<file path="src/rtl/lemmings_pkg.sv">
// Shared types for the Lemmings walker and its world model.
// World state enum plus the walker state codes both sides agree on.
package lemmings_pkg;

   typedef enum logic [1:0] {
      SURFACE = 2'd0,
      FALLING = 2'd1,
      BOTTOM  = 2'd2
   } world_state_e;

   localparam logic [2:0] WALK_LEFT  = 3'd0;
   localparam logic [2:0] WALK_RIGHT = 3'd1;
   localparam logic [2:0] FALL_LEFT  = 3'd2;
   localparam logic [2:0] FALL_RIGHT = 3'd3;
   localparam logic [2:0] DIG_LEFT   = 3'd4;
   localparam logic [2:0] DIG_RIGHT  = 3'd5;

endpackage

</file>
<file path="src/rtl/lemmings_world.sv">
// Environment for the Lemmings walker: 1-D terrain, lemming position and level,
// feeding bump/ground/dig back to the walker each cycle.
module lemmings_world
   import lemmings_pkg::*;
#(
   parameter int               WIDTH      = 16,
   parameter int               START_POS  = 8,
   parameter int               FALL_TICKS = 3,
   parameter int               DIG_TICKS  = 4,
   parameter logic [WIDTH-1:0] INIT_FLOOR = '1,
   localparam int              PW         = $clog2(WIDTH)
) (
   input  logic             clk,
   input  logic             rst_n,
   input  logic             walk_left,
   input  logic             walk_right,
   input  logic             aaah,
   input  logic             digging,
   input  logic             dig_cmd,
   input  logic             load,
   input  logic [WIDTH-1:0] terrain_in,
   output logic             bump_left,
   output logic             bump_right,
   output logic             ground,
   output logic             dig,
   output logic [PW-1:0]    pos,
   output logic             on_bottom
);

   localparam int FW = $clog2(FALL_TICKS + 1);
   localparam int DW = $clog2(DIG_TICKS + 1);

   world_state_e     state_q, state_d;
   logic [WIDTH-1:0] floor_q;
   logic [FW-1:0]    fall_cnt;
   logic [DW-1:0]    dig_cnt;
   logic [PW-1:0]    pos_step;
   logic             hole_here;
   logic             unused;

   // The walker's scream is observed only; it never changes the world.
   assign unused    = aaah;
   assign hole_here = ~floor_q[pos];

   // State register
   always_ff @(posedge clk or negedge rst_n) begin
      if (!rst_n) state_q <= SURFACE;
      else        state_q <= state_d;
   end

   // Next-state logic; load overrides whatever the world was doing
   always_comb begin
      // NOTE: default assignment first so no path leaves state_d unassigned (no latch).
      state_d = state_q;
      unique case (state_q)
         SURFACE: if (hole_here) state_d = FALLING;
         FALLING: if (fall_cnt == FW'(FALL_TICKS - 1)) state_d = BOTTOM;
         BOTTOM:  state_d = BOTTOM;
         default: state_d = SURFACE;
      endcase
      if (load) state_d = SURFACE;
   end

   // Output logic
   always_comb begin
      ground     = 1'b0;
      on_bottom  = (state_q == BOTTOM);
      bump_left  = (pos == '0);
      bump_right = (pos == PW'(WIDTH - 1));
      unique case (state_q)
         SURFACE: ground = floor_q[pos];
         FALLING: ground = 1'b0;
         BOTTOM:  ground = 1'b1;
         default: ground = 1'b0;
      endcase
   end

   // One-cell step; conflicting commands or a wall in the way mean hold
   always_comb begin
      pos_step = pos;
      if (walk_left && !walk_right && pos != '0)
         pos_step = pos - 1'b1;
      else if (walk_right && !walk_left && pos != PW'(WIDTH - 1))
         pos_step = pos + 1'b1;
   end

   // NOTE: all sequential state uses non-blocking assignments so every register samples pre-edge values.
   always_ff @(posedge clk or negedge rst_n) begin
      if (!rst_n) begin
         floor_q  <= INIT_FLOOR;
         pos      <= PW'(START_POS);
         fall_cnt <= '0;
         dig_cnt  <= '0;
         dig      <= 1'b0;
      end else begin
         dig <= dig_cmd;
         if (load) begin
            floor_q  <= terrain_in;
            pos      <= PW'(START_POS);
            fall_cnt <= '0;
            dig_cnt  <= '0;
         end else begin
            unique case (state_q)
               SURFACE: begin
                  if (hole_here) begin
                     // Falling freezes pos and starts the air-time count
                     fall_cnt <= '0;
                     dig_cnt  <= '0;
                  end else begin
                     pos <= pos_step;
                     if (!digging) begin
                        dig_cnt <= '0;
                     end else if (dig_cnt == DW'(DIG_TICKS - 1)) begin
                        floor_q[pos] <= 1'b0;
                        dig_cnt      <= '0;
                     end else begin
                        dig_cnt <= dig_cnt + 1'b1;
                     end
                  end
               end
               FALLING: begin
                  fall_cnt <= fall_cnt + 1'b1;
                  dig_cnt  <= '0;
               end
               BOTTOM: begin
                  pos     <= pos_step;
                  dig_cnt <= '0;
               end
               default: dig_cnt <= '0;
            endcase
         end
      end
   end

endmodule

</file>
<file path="config.mk">
export PLATFORM = sky130hd
export DESIGN_NAME = lemmings_world
export DESIGN_NICKNAME = d
export VERILOG_FILES = /design/src/rtl/lemmings_pkg.sv /design/src/rtl/lemmings_world.sv
export SDC_FILE = /design/constraint.sdc
export NUM_CORES = 1
export LEC_CHECK = 0
export CAP_MARGIN = 20
export CELL_PAD_IN_SITES_DETAIL_PLACEMENT = 2
export CELL_PAD_IN_SITES_GLOBAL_PLACEMENT = 2
export CORE_MARGIN = 2
export CORE_UTILIZATION = 29
export CTS_CLUSTER_SIZE = 12
export DETAILED_ROUTE_END_ITERATION = 10
export HOLD_SLACK_MARGIN = 0.03
export PLACE_DENSITY = 0.79
export SYNTH_ARGS = -nofsm -noshare
export SYNTH_HDL_FRONTEND = slang
export SYNTH_SLANG_ARGS = --single-unit
export TNS_END_PERCENT = 50
</file>
<file path="constraint.sdc">
create_clock -name clk -period 4.02 [get_ports clk]
set_input_delay 0.804 -clock clk [delete_from_list [all_inputs] [get_ports clk]]
set_output_delay 0.804 -clock clk [all_outputs]
set_load 0.03 [all_outputs]
</file>
==> insert_results.sql <==
INSERT INTO impl_metrics (metric_group, metric, value, unit) VALUES
('grt', 'via_count_of_the_first_global_routing_pass', '1565', ''),
('pwr', 'power_switching', '0.000491', 'W'),
('synth', 'syn_area_per_cell', '10.4', 'µm²'),
('sta', 'clock-skew-final', '3.12', 'ps'),
('floorplanning', 'die_h', '82.2', 'µm'),
('route', 'dr.first_iter.drc_count', '42', ''),
('sta', 'fmaxAchievable', '269', 'MHz'),
('route', 'drt_drc_violations_left', '0', ''),
('setup_path', 'critical_path.reg2reg.startpoint', 'pos[0]$_DFFE_PN0P_', ''),
('sta', 'rsz_0062_raised_after_global_routing', 'false', ''),
('pwr', 'p_int', '0.000699', 'W'),
('route', 'post_drt_wl_per_cell', '17.3', 'µm'),
('final_layout', 'final_layout_size_suffix_gt1_share', '20.6', '%'),
('setup_path', 'cp_slowest_stage_delay', '810', 'ps'),
('sta', 'timing.final.setup_violations', '0', ''),
('pwr', 'reg_power_share', '35.6', '%'),
('sta', 'final.min_clock_period', '3720', 'ps'),
('final_layout', 'nNetsFinal', '235', ''),
('setup_path', 'critical_path_class', 'register to output pin', ''),
('synth', 'synthCells', '170', ''),
('placement', 'place.port_buffers', '31', ''),
('clock_network', 'post_cts_resize_count', '0', ''),
('grt', 'grt_antenna_before_repair', '0', ''),
('route', 'drt_pre_antenna_iters', '4', ''),
('synth', 'synth_fp_nets', '200', ''),
('sta', 'worst-slew-pin-transition', '954', 'ps'),
('sta', 'totalNegativeSetupSlack', '0', 'ps'),
('setup_path', 'path_max_fanout', '18', ''),
('clock_network', 'cts_tree', 'built', ''),
('floorplanning', 'die_x', '82.2', 'µm'),
('pwr', 'combPwrFrac', '48.9', '%'),
('clock_network', 'clk_pin_slew', '100', 'ps'),
('synth', 'synth-seq-area-share', '40.7', '%'),
('synth', 'total_of_warnings_raised_by_yosys', '0', ''),
('sta', 'hold_viol_final', '0', ''),
('synth', 'synthesis.area', '0.00177', 'mm²'),
('setup_path', 'worst_setup_path_startpoint', 'pos[0]$_DFFE_PN0P_', ''),
('final_layout', 'final-instance-count-excl-fill', '279', ''),
('setup_path', 'regToRegEndpoint', 'pos[2]$_DFFE_PN0P_', ''),
('floorplanning', 'num_rows', '28', ''),
('grt', 'grt_first_pass_wirelength', '7980', 'µm'),
('grt', 'grt_util_all_layers', '15.5', '%'),
('synth', 'yosysTopAreaCell', 'sky130_fd_sc_hd__dfstp_2', ''),
('placement', 'hpwl', '3560', 'µm'),
('setup_path', 'end_kind', 'output pin', ''),
('pwr', 'power.switching_fraction', '41.3', '%'),
('pwr', 'irDropWorstVdd', '0.000448', 'V'),
('route', 'route.antenna.remaining_nets', '0', ''),
('status', 'status', 'complete, no violations', ''),
('synth', 'dominantRegCellSynth', 'sky130_fd_sc_hd__dfstp_2', ''),
('grt', 'grt_overflow', '0', ''),
('floorplanning', 'floorplan.initialDensity', '29.9', '%'),
('route', 'total_wirelength_of_the_detailed_routed_design', '4830', 'µm'),
('synth', 'post_synth_edffs', '0', ''),
('pwr', 'pwr-share-clk', '15.4', '%'),
('floorplanning', 'placeableCoreArea', '0.00592', 'mm²'),
('clock_network', 'ctsLongestPathBuffers', '2', ''),
('synth', 'post-synth-top-area-fraction', '25.2', '%'),
('setup_path', 'critPathLaunchType', 'register', ''),
('clock_network', 'worst_skew_pair.late_latency', '280', 'ps'),
('clock_network', 'tritoncts_sink_count', '28', ''),
('sta', 'slew_headroom', '36.2', '%'),
('grt', 'global_route.peak_usage_layer', 'met2', ''),
('setup_path', 'crit_path_cell_chain', 'mux2_2 > o22ai_1 > nor2_1 > o21ai_0 > buf_4 > nand2b_1 > clkdlybuf4s50_1', ''),
('setup_path', 'critPathSlowestCell', 'sky130_fd_sc_hd__dfrtp_1', ''),
('setup_path', 'worst_ep_required_time', '3220', 'ps'),
('clock_network', 'postCtsSetupRepairBufs', '0', ''),
('sta', 'min_period_over_period', '92.6', '%'),
('final_layout', 'final_common_cell', 'sky130_fd_sc_hd__clkdlybuf4s50_1', ''),
('route', 'drt-vias-per-instance', '5.12', ''),
('final_layout', 'most_used_cells_in_the_layout_excluding_fill_and_tap_cells', '31 x sky130_fd_sc_hd__clkdlybuf4s50_1, 17 x sky130_fd_sc_hd__mux2i_1, 17 x sky130_fd_sc_hd__dfstp_2, 11 x sky130_fd_sc_hd__a21oi_1, 11 x sky130_fd_sc_hd__dfrtp_1', '');
how the worst min path moves through the flow:
stage                     slack [ps]              endpoint                 start
after floorplan                  420  dig_cnt[0]$_DFF_PN0_  dig_cnt[0]$_DFF_PN0_
after global placement           430  dig_cnt[0]$_DFF_PN0_  dig_cnt[0]$_DFF_PN0_
after detailed placement         440  dig_cnt[0]$_DFF_PN0_  dig_cnt[0]$_DFF_PN0_
after CTS                        450  dig_cnt[0]$_DFF_PN0_  dig_cnt[0]$_DFF_PN0_
after global routing             480  dig_cnt[0]$_DFF_PN0_  dig_cnt[0]$_DFF_PN0_
final                            460  dig_cnt[0]$_DFF_PN0_  dig_cnt[0]$_DFF_PN0_
per-stage QoR:
step	setup WS, ps	utilization (%)	instance area, µm²	total power, W	hold slack (ps)
after floorplan	1190	-	1770	0.000815	419
after global placement	717	36.9	2190	0.000992	429
after detailed placement	657	36.9	2190	0.00101	438
after CTS	314	37.9	2240	0.00120	455
after global routing	138	38.1	2260	0.00128	481
final	298	38.1	2260	0.00119	456
power by group through the flow:
stage / clock, W / sequential, W / combinational [W]
finish: 0.000184 / 0.000424 / 0.000582
global route: 0.000198 / 0.000436 / 0.000646
CTS: 0.000187 / 0.000424 / 0.000591
floorplan: 0 / 0.000402 / 0.000413
global placement: 0 / 0.000423 / 0.000569
detailed placement: 0 / 0.000430 / 0.000584
sequential cells by signal (all words and copies together) (netlist names):
register / flops
dig: 1
dig_cnt: 3
fall_cnt: 2
floor_q: 16
pos: 4
state_q: 2
critical path: cells and delay by family, from the launching register on:
kind / cells / cell delay (ps)
multiplexers: 1 / 420
AND/OR/NAND/NOR: 2 / 220
AO/OA/AOI/OAI: 2 / 440
buffers and inverters: 2 / 740
flip-flops: 1 / 810
logic make-up after synthesis:
family	after synthesis	synth area share, %
muxes	26	15.7
and+or+nand+nor	50	16.4
adders and majority gates	6	4.23
AOI/OAI and AO/OA	39	17.4
xor gates and xnor gates	2	0.988
DFF	28	40.7
buffers and inverters	19	4.52
Yosys cell counts (4+ instances only):
cell type and instances:
sky130_fd_sc_hd__mux2i_1 17, sky130_fd_sc_hd__inv_1 10, sky130_fd_sc_hd__dfstp_2 17, sky130_fd_sc_hd__ha_1 6
sky130_fd_sc_hd__mux2_2 4, sky130_fd_sc_hd__and3_1 4, sky130_fd_sc_hd__a21oi_1 11, sky130_fd_sc_hd__dfrtp_1 11
sky130_fd_sc_hd__nor2b_1 10, sky130_fd_sc_hd__clkbuf_1 7, sky130_fd_sc_hd__nand2b_1 10, sky130_fd_sc_hd__nor2_1 10
final cells by class:
class	count	area, µm²
Inverter	10	37.5
Multi-Input combinational cell	123	971
Sequential cell	28	722
Fill cell	661	3660
Clock buffer	4	55.1
Tap cell	75	93.8
Timing Repair Buffer	39	378
routing by layer:
layer / vias up / part of all wire, %
met5: - / 0
met4: 0 / 0.35
met3: 2 / 3.1
met2: 26 / 49
met1: 717 / 47
li1: 684 / -
Note: power is estimated with default switching activity, not from simulation.
==> variant 1: new RTL, same flow settings <==
The output `dig` loses its register stage (`dig` becomes a continuous assignment). Comments in the files are not updated.
--- a/src/rtl/lemmings_world.sv
+++ b/src/rtl/lemmings_world.sv
@@ -93,5 +93,3 @@
          dig_cnt  <= '0;
-         dig      <= 1'b0;
       end else begin
-         dig <= dig_cmd;
          if (load) begin
@@ -134,2 +132,4 @@
 
+   assign dig = dig_cmd;
+
 endmodule
Formal check against the unedited RTL: not equivalent (a bounded check fails within 4 cycles, from zero or initial values and one cycle with rst_n low).
==> variant 1 against the original RTL <==
Sequential share of layout area fell by 0.065 points; clock power fell by 12%; die area down 0.95%; sequential cell count is 1 lower; count of clock-buffer cells in the layout decreased by 1; worst setup slack gained 78 ps; first-iteration DRC count decreased by 38%; total power fell by 2.7%; routed wire length is 1.5% higher; synthesized area decreased by 0.99%; final area decreased by 3.3%; register-to-register slack worse by 30 ps; critical path type unchanged; largest power group unchanged.
==> variant 1: results (changes against the original RTL) <==
| Metric | Value |
|---|---|
| Vias in the first global route | 1586 (was 1565) |
| Critical R2R Capture | pos[2] (unchanged) |
| Antenna cells | 0 (unchanged) |
| Total leakage power | 0.915 nW (was 0.954 nW) |
| Sequential area share after synthesis | 39.7% (was 40.7%) |
| CTS Buf Count | 3 (unchanged) |
| Pint | 0.667 mW (was 0.699 mW) |
| IO buf count | 29 (was 31) |
| Antenna violations before repair | 0 (unchanged) |
| Synth top area cells | dfstp_2, dfrtp_1, mux2i_1 (unchanged) |
| Fin Clk Skew | 9.51 ps (was 3.12 ps) |
| Post-synth top flop | dfstp_2 (unchanged) |
| Worst hold path class | reg2reg (unchanged) |
| Hold Slack | 455 ps (was 456 ps) |
| Clock transition at path regs | 100 ps (about the same) |
| Max Root-Sink Buffers | 2 (unchanged) |
| Worst skew pair latency | 280 ps (about the same) |
| CTS resizes | 0 (unchanged) |
| Nets | 230 (was 235) |
| TNS Setup | 0 ps (unchanged) |
| Number of iterations in the first detailed-routing pass | 4 (unchanged) |
| Gpl congestion | 0.726 (was 0.733) |
| Status | completed (unchanged) |
| Largest regs | floor_q (16), pos (4), dig_cnt (3) (unchanged) |
| Largest net degree at the start of global routing | 26 (was 24) |
| Share of cells above drive strength 1 | 20.1% (was 20.6%) |
| Total GRT Usage | 15.9% (was 15.5%) |
| Slack of the critical path | 376 ps (was 298 ps) |
| First-pass GRT wire length | 8.25 mm (was 7.98 mm) |
| Synth warn | 0 (unchanged) |
| Post-CTS setup buffer count | 0 (unchanged) |
| Final WL | 4.90 mm (was 4.83 mm) |
| Flop2flop setup slack | 1150 ps (was 1180 ps) |
| DP Cell Count | 270 (was 274) |
| FFs w/ async S/R, synth | 100% (unchanged) |
| CP Capture Point | ground (unchanged) |
| CP Data Arrival Time | 2840 ps (was 2920 ps) |
| R2R cell count | 8 (unchanged) |
| Pre-CTS WS | 695 ps (was 657 ps) |
| Vias | 1435 (was 1429) |
| Tightest Pin Transition | 592 ps (was 954 ps) |
| DR iter-0 viols | 26 (was 42) |
| Syn_nets | 200 (unchanged) |
| Crit path max fanout | 15 (was 18) |
| CTS root buf | clkbuf_8 (unchanged) |
| Post-synth cell types | 47 (was 46) |
| H-tree depth | 1 (unchanged) |
| Via-to-Cell Ratio | 5.24 (was 5.12) |
| Syn avg cell area | 10.3 um2 (was 10.4 um2) |
| Crit. Startpoint | pos[0] (unchanged) |
| Detailed placement HPWL | 3.75 mm (was 3.56 mm) |
| Post-synth top cells | dfstp_2, mux2i_1, a21oi_1 (was dfstp_2, mux2i_1, a21oi_1, dfrtp_1) |
| Max-slew violation count | 0 (unchanged) |
| Placed inst area | 2130 um2 (was 2190 um2) |
| Peak VDD IR | 0.405 mV (was 0.448 mV) |
variant 1: cells by family after synthesis:
group	count (synthesis)	share of synthesized area [%]
AOI/OAI and AO/OA	39	17.5
xor gates and xnor gates	2	0.998
adders and majority gates	6	4.28
buffers and inverters	20	4.99
DFF	27	39.7
muxes	26	15.9
and+or+nand+nor	50	16.6
variant 1: worst max-delay path: stages (launching register included):
cell,delay [ps]
dfrtp_1,710
buf_4,270
mux2_4,320
o221ai_2,200
nor2_1,100
o21ai_0,170
buf_4,160
nand2b_1,60
clkdlybuf4s50_1,590
variant 1: area by class of cell:
| cell class | instances | area [um2] |
|---|---|---|
| clock buffer | 3 | 41.3 |
| clock inverter | 1 | 7.51 |
| fill | 648 | 3700 |
| inverter | 10 | 37.5 |
| multi-input combinational | 123 | 971 |
| sequential | 27 | 697 |
| tap | 75 | 93.8 |
| timing repair buffer | 35 | 335 |
variant 1: power groups by stage:
stage                     logic, mW  clock network (mW)  registers [mW]
after floorplan               0.415                   0           0.390
after global placement        0.572                   0           0.409
after detailed placement      0.592                   0           0.414
after CTS                     0.597               0.169           0.410
after global routing          0.648               0.180           0.419
final                         0.587               0.161           0.410
variant 1: worst min path at each step:
stage | from | end | depth (start not counted)
2_1_floorplan | dig_cnt[0] | dig_cnt[0] | 1
3_3_place_gp | dig_cnt[0] | dig_cnt[0] | 1
3_5_place_dp | dig_cnt[0] | dig_cnt[0] | 1
4_1_cts | dig_cnt[0] | dig_cnt[0] | 1
5_1_grt | dig_cnt[0] | dig_cnt[0] | 1
6_report | dig_cnt[0] | dig_cnt[0] | 1
variant 1: metal layers:
layer  wire (um)  GRT usage, %  part of all wire (%)  up-vias
met1        2290          21.2                    47      739
met2        2470          28.1                    50       21
met3         123          1.76                   2.5        2
met5           0             0                     0        -
met4          17          2.67                  0.35        0
li1            -             -                     -      673
==> variant 2: new RTL, same settings <==
Without the edit above. Change the parameter `DIG_TICKS` from 4 to 8.
--- a/src/rtl/lemmings_world.sv
+++ b/src/rtl/lemmings_world.sv
@@ -8,3 +8,3 @@
    parameter int               FALL_TICKS = 3,
-   parameter int               DIG_TICKS  = 4,
+   parameter int               DIG_TICKS  = 8,
    parameter logic [WIDTH-1:0] INIT_FLOOR = '1,
Formal check against the unedited RTL: not equivalent (a bounded check fails within 10 cycles, from zero or initial values and one cycle with rst_n low).
==> variant 2 against the original RTL <==
Highest routed layer unchanged; routed wire length is 0.75% higher; die area is 0.46% higher; clock skew is 1.4 ps higher; sequential cell count is 1 higher; synthesized cell count is 6.5% lower; total power is 9.2% higher; worst setup slack better by 130 ps; global-route usage is 0.16 points higher; synthesized area is 0.49% higher; final area is 0.78% higher; hold slack better by 33 ps; sequential power is 2% lower.
==> variant 2: results (changes against the original RTL) <==
| Metric | Value |
|---|---|
| Status | completed (unchanged) |
| Number of iterations in the first detailed-routing pass | 3 (was 4) |
| Largest net degree at the start of global routing | 30 (was 24) |
| Grt met2 use | 26.9% (about the same) |
| H-tree depth | 2 (was 1) |
| Met3 Use GR | 4.35% (was 2.93%) |
| Pre-CTS WS | 743 ps (was 657 ps) |
| Tightest Pin Transition | 572 ps (was 954 ps) |
| Synth top area cells | dfstp_2, dfrtp_1, mux2i_1 (unchanged) |
| CP max stage delay | 710 ps (was 810 ps) |
| DR WL met2 | 2.51 mm (was 2.39 mm) |
| Final WL | 4.87 mm (was 4.83 mm) |
| Met1 WL | 2.14 mm (was 2.28 mm) |
| Placed inst area | 2130 um2 (was 2190 um2) |
| DR WL met3 | 164 um (was 149 um) |
| Syn avg cell area | 11.2 um2 (was 10.4 um2) |
| Gpl congestion | 0.748 (was 0.733) |
| Final std cells w/o fill | 265 (was 279) |
| Non-clock buffer count in the final layout | 34 (was 39) |
| Non-clock buffers, area share | 14.6% (was 16.7%) |
| FF+latch count | 29 (was 28) |
| DR iter-0 viols | 32 (was 42) |
| CP Data Arrival Time | 2790 ps (was 2920 ps) |
| Post-synth top cells | mux2i_1, dfstp_2, a41oi_1 (was dfstp_2, mux2i_1, a21oi_1, dfrtp_1) |
| Total GRT Usage | 15.6% (was 15.5%) |
| Pint | 0.828 mW (was 0.699 mW) |
## variant 2: changes by cell type after synthesis, moves of 4 or more
cell and change:
a21oi_1 -4, mux4_2 +4, inv_1 -5, nand2_1 +6
and3_1 -4, a41oi_1 +15, nand2b_1 -5, nor2b_1 -5
## variant 2: power by group through the flow
| stage | combinational (mW) | sequential [mW] | clock (mW) |
|---|---|---|---|
| floorplan | 0.383 | 0.398 | 0 |
| detailed placement | 0.518 | 0.420 | 0 |
| CTS | 0.524 | 0.415 | 0.380 |
| global route | 0.569 | 0.426 | 0.397 |
| finish | 0.516 | 0.414 | 0.371 |
| global placement | 0.501 | 0.417 | 0 |
## variant 2: logic make-up after synthesis
kind of cell             after synthesis  synth area share, %
buffers and inverters                 16                 4.85
AO/OA/AOI/OAI                         38                 15.8
multiplexers                          28                 19.3
AND/OR/NAND/NOR                       39                 12.2
XOR/XNOR                               2                0.983
flip-flops                            29                 41.9
adder cells (fa/ha/maj)                7                 4.92
